[config.mk]
export PLATFORM = sky130hd
export DESIGN_NAME = gauss_mac_sched
export DESIGN_NICKNAME = d
export VERILOG_FILES = /design/src/rtl/gauss_mac_sched.sv
export SDC_FILE = /design/constraint.sdc
export NUM_CORES = 1
export LEC_CHECK = 0
export BUFFER_PORTS_ARGS = -buffer_cell sky130_fd_sc_hd__buf_2
export CORE_ASPECT_RATIO = 0.6
export CORE_MARGIN = 4
export CORE_UTILIZATION = 45
export CTS_BUF_LIST = sky130_fd_sc_hd__clkbuf_8
export CTS_CLUSTER_SIZE = 14
export DETAILED_ROUTE_END_ITERATION = 16
export GPL_ROUTABILITY_DRIVEN = 0
export PLACE_DENSITY = 0.74
export SLEW_MARGIN = 15
export SYNTH_ARGS = -nofsm -noshare
export SYNTH_HDL_FRONTEND = slang
export SYNTH_SLANG_ARGS = --single-unit
export TNS_END_PERCENT = 1
[constraint.sdc]
create_clock -name i_clk -period 7.15 [get_ports i_clk]
set_clock_uncertainty 0.2 [all_clocks]
set_input_delay 1.43 -clock i_clk [delete_from_list [all_inputs] [get_ports i_clk]]
set_output_delay 1.43 -clock i_clk [all_outputs]
set_load 0.03 [all_outputs]
[src/rtl/gauss_mac_sched.sv]
// Time-shares one external 8x8 multiplier across the nine taps of a 3x3 Gaussian kernel,
// accumulates the products, then normalises and saturates them to one output pixel per window.
module gauss_mac_sched #(
    parameter logic [71:0] KERNEL = {8'd1, 8'd2, 8'd1, 8'd2, 8'd4, 8'd2, 8'd1, 8'd2, 8'd1},
    parameter int unsigned SHIFT  = 4,
    parameter int unsigned ACC_W  = 20
) (
    input  logic        i_clk,
    input  logic        i_rst_n,
    input  logic        i_in_valid,
    output logic        o_in_ready,
    input  logic [71:0] i_in_win,
    output logic [7:0]  o_mul_a,
    output logic [7:0]  o_mul_b,
    input  logic [15:0] i_mul_p,
    output logic        o_out_valid,
    input  logic        i_out_ready,
    output logic [7:0]  o_out_pix,
    output logic        o_busy
);

    // state | meaning
    // IDLE  | waiting for a window, in_ready high
    // RUN   | one kernel tap per cycle through the multiplier (idx 0..8)
    // DONE  | result held on out_pix until downstream takes it
    typedef enum logic [1:0] {S_IDLE, S_RUN, S_DONE} state_t;

    state_t             r_state;
    logic [3:0]         r_idx;
    logic [71:0]        r_win;
    logic [ACC_W-1:0]   r_acc;
    logic               r_in_ready;
    logic               r_out_valid;
    logic [7:0]         r_out_pix;

    logic [6:0]         w_tap_lsb;
    logic [ACC_W-1:0]   w_acc_sum;
    logic [ACC_W-1:0]   w_shifted;
    logic [7:0]         w_sat;

    assign w_tap_lsb = {r_idx, 3'b000};
    assign w_acc_sum = r_acc + {{(ACC_W-16){1'b0}}, i_mul_p};
    assign w_shifted = w_acc_sum >> SHIFT;
    assign w_sat     = (w_shifted > ACC_W'(255)) ? 8'hFF : w_shifted[7:0];

    // Operands come straight from registers so the external multiplier sees a full cycle.
    assign o_mul_a     = (r_state == S_RUN) ? r_win[w_tap_lsb +: 8]  : 8'd0;
    assign o_mul_b     = (r_state == S_RUN) ? KERNEL[w_tap_lsb +: 8] : 8'd0;
    assign o_in_ready  = r_in_ready;
    assign o_out_valid = r_out_valid;
    assign o_out_pix   = r_out_pix;
    assign o_busy      = (r_state != S_IDLE);

    always_ff @(posedge i_clk or negedge i_rst_n) begin
        if (!i_rst_n) begin
            r_state     <= S_IDLE;
            r_idx       <= 4'd0;
            r_win       <= '0;
            r_acc       <= '0;
            r_in_ready  <= 1'b0;
            r_out_valid <= 1'b0;
            r_out_pix   <= 8'd0;
        end else begin
            case (r_state)
                S_IDLE: begin
                    r_in_ready <= 1'b1;
                    if (i_in_valid && r_in_ready) begin
                        r_win      <= i_in_win;
                        r_acc      <= '0;
                        r_idx      <= 4'd0;
                        r_in_ready <= 1'b0;
                        r_state    <= S_RUN;
                    end
                end
                S_RUN: begin
                    r_acc <= w_acc_sum;
                    if (r_idx == 4'd8) begin
                        r_idx       <= 4'd0;
                        r_out_pix   <= w_sat;
                        r_out_valid <= 1'b1;
                        r_state     <= S_DONE;
                    end else begin
                        r_idx <= r_idx + 4'd1;
                    end
                end
                S_DONE: begin
                    if (i_out_ready) begin
                        r_out_valid <= 1'b0;
                        r_in_ready  <= 1'b1;
                        r_state     <= S_IDLE;
                    end
                end
                default: begin
                    r_state     <= S_IDLE;
                    r_idx       <= 4'd0;
                    r_in_ready  <= 1'b0;
                    r_out_valid <= 1'b0;
                end
            endcase
        end
    end

endmodule

# == After elaboration in Yosys (flattened, before gate mapping) ==
# Index checks and enable logic that the tools add are counted.
# totals
ff_bits,108
in_bits,92
output_inout_bits,27
# classes
addsub,2
n_lt_le_gt_ge,1
eq_ne,6
n_shift,2
muxes,18
bitwise_logic,3
n_reduce_logical,11
# ops
operator,n
$shiftx 72x8->8,1
$shiftx 72x8->8 const A,1
$pmux 20 s2,1
$mux 8,3
$add 20x16->20,1
$mux 20,1
$gt 16x8->1 const B,1
$pmux 4 s3,1
$reduce_and 2->1,5
$mux 4,2
$mux 2,3
$pmux 1 s3,2
$pmux 2 s3,1
$reduce_and 3->1,2
$add 4x1->4 const B,1
$eq 4x4->1 const B,1
$mux 1,4
$ne 2x2->1 const B,2
$reduce_bool 2->1,2
$not 1->1,3
$eq 2x1->1 const B,1
$eq 2x2->1 const B,1
$logic_not 2->1,1
$ne 2x1->1 const B,1
$logic_and 1x1->1,1

# == Logic depth before layout (Yosys ltp) ==
# Gate-level depths: netlist of run 1.
# logic_depth
ltp_word,3
ltp_mapped,11
ltp_nobuf,10

# == Worst setup path before layout of run 1 ==
# OpenSTA, ideal clock, no wires.
# synth_path
path_type,in2reg
startpoint,input i_mul_p[0]
endpoint,"register r_out_pix[0], in the netlist o_out_pix[0]"
setup_ps,82
arrival_time_ps,3848
path_slack_ps,3020
cell_stages,11
cell_sequence,ha_1 -> fa_1 -> a21o_2 -> a221o_2 -> a311oi_4 -> nor2_2 -> o311ai_4 -> xnor2_1 -> and4bb_1 -> buf_6 -> a31oi_1
# synth_via
elab_chain_cells,3
# synth_lines
element,line_no,rtl
from (decl),15,"input logic [15:0] i_mul_p,"
$add 20x16->20 (*),42,"assign w_acc_sum = r_acc + {{(ACC_W-16){1'b0}}, i_mul_p};"
$gt 16x8->1,44,assign w_sat = (w_shifted > ACC_W'(255)) ? 8'hFF : w_shifted[7:0];
$mux 8 (*),44,
to (signal assigned),79,r_out_pix <= w_sat;
to (decl),34,logic [7:0] r_out_pix;
# Every way passes the cells marked *; elsewhere a longest branch is shown, timed or not.
# A chain may end at the register's enable or synchronous reset.

# == Worst setup path in the final report of run 1 ==
# layout_path
startpoint,register r_state[0]
endpoint,output o_mul_a[4]
# layout_via
elab_chain_cells,2
# layout_lines
element,line_no,rtl
from (decl),28,state_t r_state;
from (signal assigned),56,r_state <= S_IDLE;
from (signal assigned),72,r_state <= S_RUN;
from (signal assigned),81,r_state <= S_DONE;
$eq 2x1->1,47,assign o_mul_a = (r_state == S_RUN) ? r_win[w_tap_lsb +: 8] : 8'd0;
$mux 8,47,
to (decl),13,"output logic [7:0] o_mul_a,"
# No other way between the ends.

==> results.yml, run 1 <==
synthesis:
  ys_ff_latch: 108
  syn_area_sq_mm: 0.00568
  synthCells: 630
  synthArstFlopShare: 1.00
  ys_seq_area_frac: 0.476
  yosys_warnings: 0
  synth_edf_count: 0
  synth_cell_types: 53
  yosys_most_used_dff: "dfrtp_1"
  avgSynthCellArea_sq_um: 9.02
clock_network:
  root_buffer: "clkbuf_8"
  cts_inserted_buffers: 9
  cts_buffer_depth: 2
  htreeDepth: 3
  cts_tree: "yes"
  post_cts.repair.setup_buffers: 0
  ctsHoldBuffers: 0
  clock_sinks: 108
  clk_pin_slew_ns: 0.10
  clkLatencyLatePin_ns: 0.37
  cts.repair.resized: 0
route:
  wirelength_um: 14700
  first_pass_iters: 5
  vias_per_cell: 5.31
  ant_nets: 0
  drcViolationCount: 0
  vias: 4745
  post_drt_wl_per_cell_um: 16.4
  drt_iter0_drc: 372
sta:
  worstMarginPinSlew_ns: 1.02
  rsz0062_at_grt: "no"
  hold_viol: 0
  finalMaxSlewViolations: 0
  period_minus_slack_ns: 4.48
  period_share: 0.626
  max_freq_mhz: 223
  slew_headroom: 0.323
  fin_tns_setup_ns: 0
  setup_viol: 0
power_and_ir_drop:
  leakage_nw: 3.27
  power.density_mw_per_mm2: 454
  vdd_drop_max_uv: 161
global_route:
  grt_remaining_overflow: 0
  globalRouteTotalUtil: 0.203
  grt_pass1_wl_um: 23600
  grt_pass1_vias: 4649
  grt_max_degree: 90
  antenna_found_initial: 0
finish:
  layout.nets: 836
  final_util: 0.533
  drive_gt1_frac: 0.222
  antenna_cells: 0
  area_growth_pct: 14.6
critical_path:
  worst_setup_path_start_kind: "register"
  arrival_ns: 2.85
  crit_type: "reg -> out"
  path_max_fanout: 10
  critPathRequiredTime_ns: 5.52
  worst_setup_path_end_kind: "output pin"
min_path:
  hold_path.class: "reg -> reg"
floorplan:
  coreArea_sq_mm: 0.0122
  chipHeight_um: 95.0
  die_w_um: 153
  fp.dieArea_sq_mm: 0.0145
  pin_count: 119
  start_util: 0.465
  rows: 31
place:
  port_buffers: 113
  hpwlAfterDp_um: 10800
outcome:
  outcome: "completed"
run:
  drv_cap: 0
==> where the power goes <==
group / total, mW / internal, mW / switching [mW]
clock network: 0.349 / 0.137 / 0.212
registers: 1.09 / 0.878 / 0.209
logic: 1.52 / 0.598 / 0.922
total: 2.96 / 1.61 / 1.34
==> routing by layer <==
layer	part of all wire	wire length, um	vias up	GRT usage
li1	-	-	2288	-
met1	0.48	7090	2301	0.303
met2	0.45	6670	138	0.312
met3	0.050	738	18	0.0372
met4	0.012	182	0	0.0497
met5	0	0	-	0
==> sequential cells by signal (all words and copies together) (netlist names) <==
name	cells
r_acc	20
o_in_ready	1
r_idx	4
o_out_valid	1
o_out_pix	8
r_state	2
r_win	72
==> cells in the mapped netlist, drive strengths merged (2+ instances only) <==
cell type  count  area, sq um
nand2b         2         12.5
o21ai         39          195
a211oi         4         30.0
nand3         18         90.1
ha            19          238
o21bai         4         30.0
clkbuf        30          123
xnor2         10         87.6
xor2           6         52.6
mux4          16          360
a21oi         11         55.1
inv            8         30.0
a31oi          8         50.1
mux2i         11          110
a22o           2         17.5
nor2          33          129
and3           5         33.8
a21o           6         47.6
nor3           4         20.0
buf            9         60.1
nor2b          4         25.0
nor3b          2         15.0
a211o          2         18.8
a21boi         2         15.0
o211ai         2         15.0
dfrtp        108         2700
nand2        247          927
==> cells by family after synthesis <==
logic type,after synthesis,share of synthesized area
adder cells (fa/ha/maj),20,0.0454
XOR/XNOR,16,0.0247
AND/OR/NAND/NOR,320,0.227
AO/OA/AOI/OAI,91,0.106
other,1,0.000660
multiplexers,27,0.0828
buffers and inverters,47,0.0374
flip-flops,108,0.476
==> cells in the final DEF (no fill, tap or decap), types with 11 or more instances in the layout <==
cell type / instances
ha_1: 19
nor2_1: 31
mux2i_1: 11
buf_2: 112
dfrtp_1: 108
mux4_2: 16
a21oi_1: 11
o21ai_0: 38
nand3_1: 18
nand2_1: 247
==> through the flow <==
| step | total power [mW] | worst slack, ns | cell area, sq um | std cells | hold slack [ns] |
|---|---|---|---|---|---|
| after global routing | 3.19 | 2.29 | 6510 | 894 | 0.299 |
| after CTS | 2.96 | 2.67 | 6510 | 894 | 0.282 |
| after detailed placement | 2.61 | 2.54 | 6330 | 878 | 0.257 |
| after floorplan | 2.16 | 3.02 | 5700 | 634 | 0.240 |
| final | 2.96 | 2.67 | 6510 | 894 | 0.280 |
| after global placement | 2.54 | 2.69 | 6330 | 878 | 0.254 |
==> area by class of cell <==
type | count | area (sq um)
Clock buffer | 10 | 138
Timing Repair Buffer | 118 | 606
Tap cell | 165 | 206
Multi-Input combinational cell | 479 | 2790
Fill cell | 1171 | 5710
Clock inverter | 6 | 40.0
Inverter | 8 | 30.0
Sequential cell | 108 | 2700
==> critical path, stage by stage (launching register included) <==
cell and delay (ns):
dfrtp_1 0.51, nor2b_1 0.60, nand2_1 0.10, nor3_1 0.77
nand2_1 0.10, o21ai_0 0.15, buf_2 0.25
==> path summary, 6_finish.rpt <==
kind,startpoint,end,slack [ns],depth (start not counted)
min,r_win[23],r_win[23],0.28,2
max,r_state[0],o_mul_a[4],2.67,6
min in group asynchronous,i_rst_n,r_win[33],0.76,1
max reg2reg,r_acc[0],o_out_pix[0],3.59,10
min reg2reg,r_win[23],r_win[23],0.28,2
max in group asynchronous,i_rst_n,r_idx[3],4.66,2
Note: power is estimated with default switching activity, not from simulation.
==> run 2, diff against run 1 <==
Clock period 7.15 ns to 4.6 ns, I/O delays scaled along.
==> run 2 against run 1 <==
  * Power up 57%
  * Cell count up 0.34%
  * Combinational power up 55%
  * Die area unchanged
  * Core utilization up 0.20 points
  * Register-to-register slack worse by 2.5 ns
  * Hold slack better by 0.0043 ns
  * Global-route usage up 0.076 points
  * Clock power up 58%
  * Routed wire length up 0.78%
  * Sequential share of layout area down 0.16 points
  * Critical endpoint is now o_mul_a[5]
==> results.yml, run 2 (synthesis results as in run 1) <==
outcome:
  outcome: "completed"
finish:
  layout_common_cells: "247 x nand2_1, 112 x buf_2, 108 x dfrtp_1"
  finalNonFillerCells: 897
  layout.nets: 838
  area_growth_pct: 15.0
  drive_gt1_frac: 0.227
  design_area_sq_mm: 0.00654
  top_register: "r_win"
  largest_reg_flops: 72
  mostFrequentLayoutCell: "nand2_1"
critical_path:
  crit_type: "reg -> out"
  worst_setup_path_end_kind: "output pin"
  path_max_fanout: 18
  worst_setup_path_start_kind: "register"
  arrival_ns: 2.81
  critPathRequiredTime_ns: 3.48
floorplan:
  chipHeight_um: 95.0
  coreArea_sq_mm: 0.0122
  rows: 31
  pin_count: 119
  start_util: 0.465
  fp.dieArea_sq_mm: 0.0145
  die_w_um: 153
global_route:
  grt_pass1_vias: 4784
  antenna_found_initial: 2
  grt_max_degree: 78
  globalRouteTotalUtil: 0.204
  grt_pass1_wl_um: 23800
  grt_remaining_overflow: 0
clock_network:
  post_cts.repair.setup_buffers: 0
  clkLatencyLatePin_ns: 0.37
  ctsHoldBuffers: 0
  clock_sinks: 108
  cts_buffer_depth: 2
  htreeDepth: 3
  root_buffer: "clkbuf_8"
  cts.repair.resized: 0
  cts_inserted_buffers: 9
  clk_pin_slew_ns: 0.11
  cts_tree: "yes"
min_path:
  hold_path.class: "reg -> reg"
sta:
  setup_viol: 0
  slew_headroom: 0.338
  period_minus_slack_ns: 3.93
  worst_slack_ns: 0.674
  rsz0062_at_grt: "no"
  whs_ns: 0.284
  max_freq_mhz: 255
  hold_viol: 0
  finalMaxSlewViolations: 0
  fin_tns_setup_ns: 0
  worstMarginPinSlew_ns: 0.994
  period_share: 0.853
route:
  wirelength_um: 14800
  ant_nets: 0
  drcViolationCount: 0
  vias: 4764
  drt_iter0_drc: 312
  vias_per_cell: 5.31
  first_pass_iters: 4
  post_drt_wl_per_cell_um: 16.5
power_and_ir_drop:
  vdd_drop_max_uv: 256
  power.density_mw_per_mm2: 708
  leakage_nw: 3.28
place:
  port_buffers: 113
  hpwlAfterDp_um: 11200
  placed_cells: 880
  placed_cell_area_sq_mm: 0.00635
  dp_slack_ns: 0.484
run:
  drv_cap: 0
[run 2: power breakdown]
group	leakage, nW	switching [mW]	internal [mW]
Sequential	1.31	0.359	1.36
Clock	0.0932	0.346	0.207
Combinational	1.88	1.41	0.939
[run 2: worst paths after layout]
path,start,end,slack (ns),cells past startpoint
setup / recovery,r_idx[0],o_mul_a[5],0.67,4
hold / removal,r_win[53],r_win[53],0.28,2
setup reg to reg,r_acc[0],o_out_pix[5],1.06,10
hold reg to reg,r_win[53],r_win[53],0.28,2
max in group asynchronous,i_rst_n,r_win[36],2.70,2
min in group asynchronous,i_rst_n,r_win[63],0.50,1
[run 2: cell type report]
type,instances,area [sq um]
multi-input combinational,479,2790
fill,1123,5680
antenna,1,2.50
timing repair buffer,120,621
tap,165,206
clock inverter,7,61.3
sequential,108,2700
inverter,8,30.0
clock buffer,9,124
[run 2: metal layers]
metal	wire [um]	part of all wire	global-route usage
met1	7080	0.48	0.293
met2	6730	0.45	0.318
met3	868	0.059	0.0549
met4	98	0.0066	0.0378
met5	13	0.00088	0
[run 2: through the flow]
| step | power, mW | util |
|---|---|---|
| CTS | 4.62 | 0.535 |
| global route | 4.98 | 0.535 |
| detailed placement | 4.07 | 0.520 |
| floorplan | 3.36 | - |
| finish | 4.63 | 0.535 |
| global placement | 3.96 | 0.520 |
[run 2: critical path, cell delays in order (launching register included)]
cell	delay [ns]
dfrtp_1	1.01
mux4_2	0.61
mux2i_1	0.46
o21ai_0	0.14
buf_2	0.20
==> run 3, diff against run 2 <==
==> constraint.sdc (replaced) <==
create_clock -name i_clk -period 4.6 [get_ports i_clk]
set_clock_uncertainty 0.2 [all_clocks]
set_input_delay 0.69 -clock i_clk [delete_from_list [all_inputs] [get_ports i_clk]]
set_output_delay 0.69 -clock i_clk [all_outputs]
set_load 0.03 [all_outputs]
==> run 3 against run 2 <==
  * Sequential share of layout area barely moved
  * Cell area barely moved
  * Routed wire length barely moved
  * Register-to-register slack barely moved
  * Cell count did not move
  * Critical path depth did not move
  * Clock power rose by 1%
  * Fmax rose by 6.3%
  * Largest power group unchanged
  * Core utilization barely moved
  * Via count rose by 0.46%
==> results.yml, run 3 (synthesis results as in run 1) <==
sta:
  period_share: 0.803
  finalMaxSlewViolations: 0
  slew_headroom: 0.296
  hold_viol: 0
  rsz0062_at_grt: "no"
  whs_ns: 0.0533
  worstMarginPinSlew_ns: 1.06
  setup_viol: 0
  fin_tns_setup_ns: 0
  max_freq_mhz: 271
  period_minus_slack_ns: 3.69
critical_path:
  crit_type: "reg -> out"
  critPathRequiredTime_ns: 3.71
  worst_setup_path_end_kind: "output pin"
  worst_setup_path_start_kind: "register"
  arrival_ns: 2.80
  path_max_fanout: 19
clock_network:
  clk_pin_slew_ns: 0.11
  post_cts.repair.setup_buffers: 0
  clkLatencyLatePin_ns: 0.38
  clock_sinks: 108
  cts_inserted_buffers: 9
  ctsHoldBuffers: 0
  htreeDepth: 3
  cts_buffer_depth: 2
  root_buffer: "clkbuf_8"
  cts.repair.resized: 0
  cts_tree: "yes"
route:
  post_drt_wl_per_cell_um: 16.5
  ant_nets: 0
  wirelength_um: 14800
  first_pass_iters: 4
  vias_per_cell: 5.34
  drt_iter0_drc: 295
  vias: 4786
  drcViolationCount: 0
floorplan:
  die_w_um: 153
  fp.dieArea_sq_mm: 0.0145
  rows: 31
  coreArea_sq_mm: 0.0122
  pin_count: 119
  chipHeight_um: 95.0
  start_util: 0.465
power_and_ir_drop:
  vdd_drop_max_uv: 211
  power.density_mw_per_mm2: 707
  leakage_nw: 3.29
place:
  port_buffers: 113
  placed_cells: 881
  hpwlAfterDp_um: 11100
finish:
  layout_common_cells: "247 x nand2_1, 112 x buf_2, 108 x dfrtp_1"
  largest_reg_flops: 72
  drive_gt1_frac: 0.227
  antenna_cells: 0
  top_register: "r_win"
  layout.nets: 839
  finalNonFillerCells: 897
  area_growth_pct: 15.1
  multiInputGateArea_sq_mm: 0.00279
  mostFrequentLayoutCell: "nand2_1"
  fillers: 1123
  final-seq-area_sq_mm: 0.00270
global_route:
  grt_max_degree: 72
  globalRouteTotalUtil: 0.206
  grt_pass1_vias: 4665
  grt_remaining_overflow: 0
  antenna_found_initial: 0
  grt_pass1_wl_um: 23900
min_path:
  hold_path.class: "in -> async"
run:
  drv_cap: 0
outcome:
  outcome: "completed"
[run 3: per-stage QoR]
step           cell area (sq um)   util  total power [mW]  worst slack (ns)
6_report                    6540  0.535              4.63             0.907
5_1_grt                     6540  0.535              4.99             0.689
4_1_cts                     6540  0.535              4.63             0.845
3_5_place_dp                6360  0.520              4.06             0.722
3_3_place_gp                6360  0.520              3.95             0.860
2_1_floorplan               5700      -              3.36              1.21
[run 3: critical path, stage by stage, from the launching register on]
cell and delay (ns):
dfrtp_1 1.05, mux4_2 0.61, mux2i_1 0.41, o21ai_0 0.16, buf_2 0.20
[run 3: final cells by class]
type,instances,area share
multi-input cells,479,0.426
flip-flops and latches,108,0.413
repair buffers,121,0.0960
well taps,165,0.0316
clock buffers,9,0.0189
clock inverters,7,0.00918
inverters,8,0.00459
[run 3: power breakdown]
part | leakage, nW | switching [mW] | internal, mW
sequential | 1.31 | 0.364 | 1.36
combinational | 1.88 | 1.40 | 0.939
clock | 0.0951 | 0.352 | 0.207
[run 3: layer usage]
layer | global-route usage | share of wire
met2 | 0.321 | 0.44
met5 | 0 | 0
met3 | 0.0354 | 0.058
met4 | 0.0445 | 0.011
met1 | 0.306 | 0.49
[run 3: path summary, 6_finish.rpt]
path                            startpoint            to  slack, ns  depth (start not counted)
worst max-delay path              r_idx[0]    o_mul_a[5]       0.91                          4
worst min-delay path               i_rst_n     r_win[63]       0.05                          1
worst max register to register    r_acc[0]  o_out_pix[7]       1.07                         10
worst min register to register   r_win[50]     r_win[50]       0.28                          2
max in group asynchronous          i_rst_n     r_win[44]       3.12                          2
min in group i_clk               r_win[50]     r_win[50]       0.28                          2
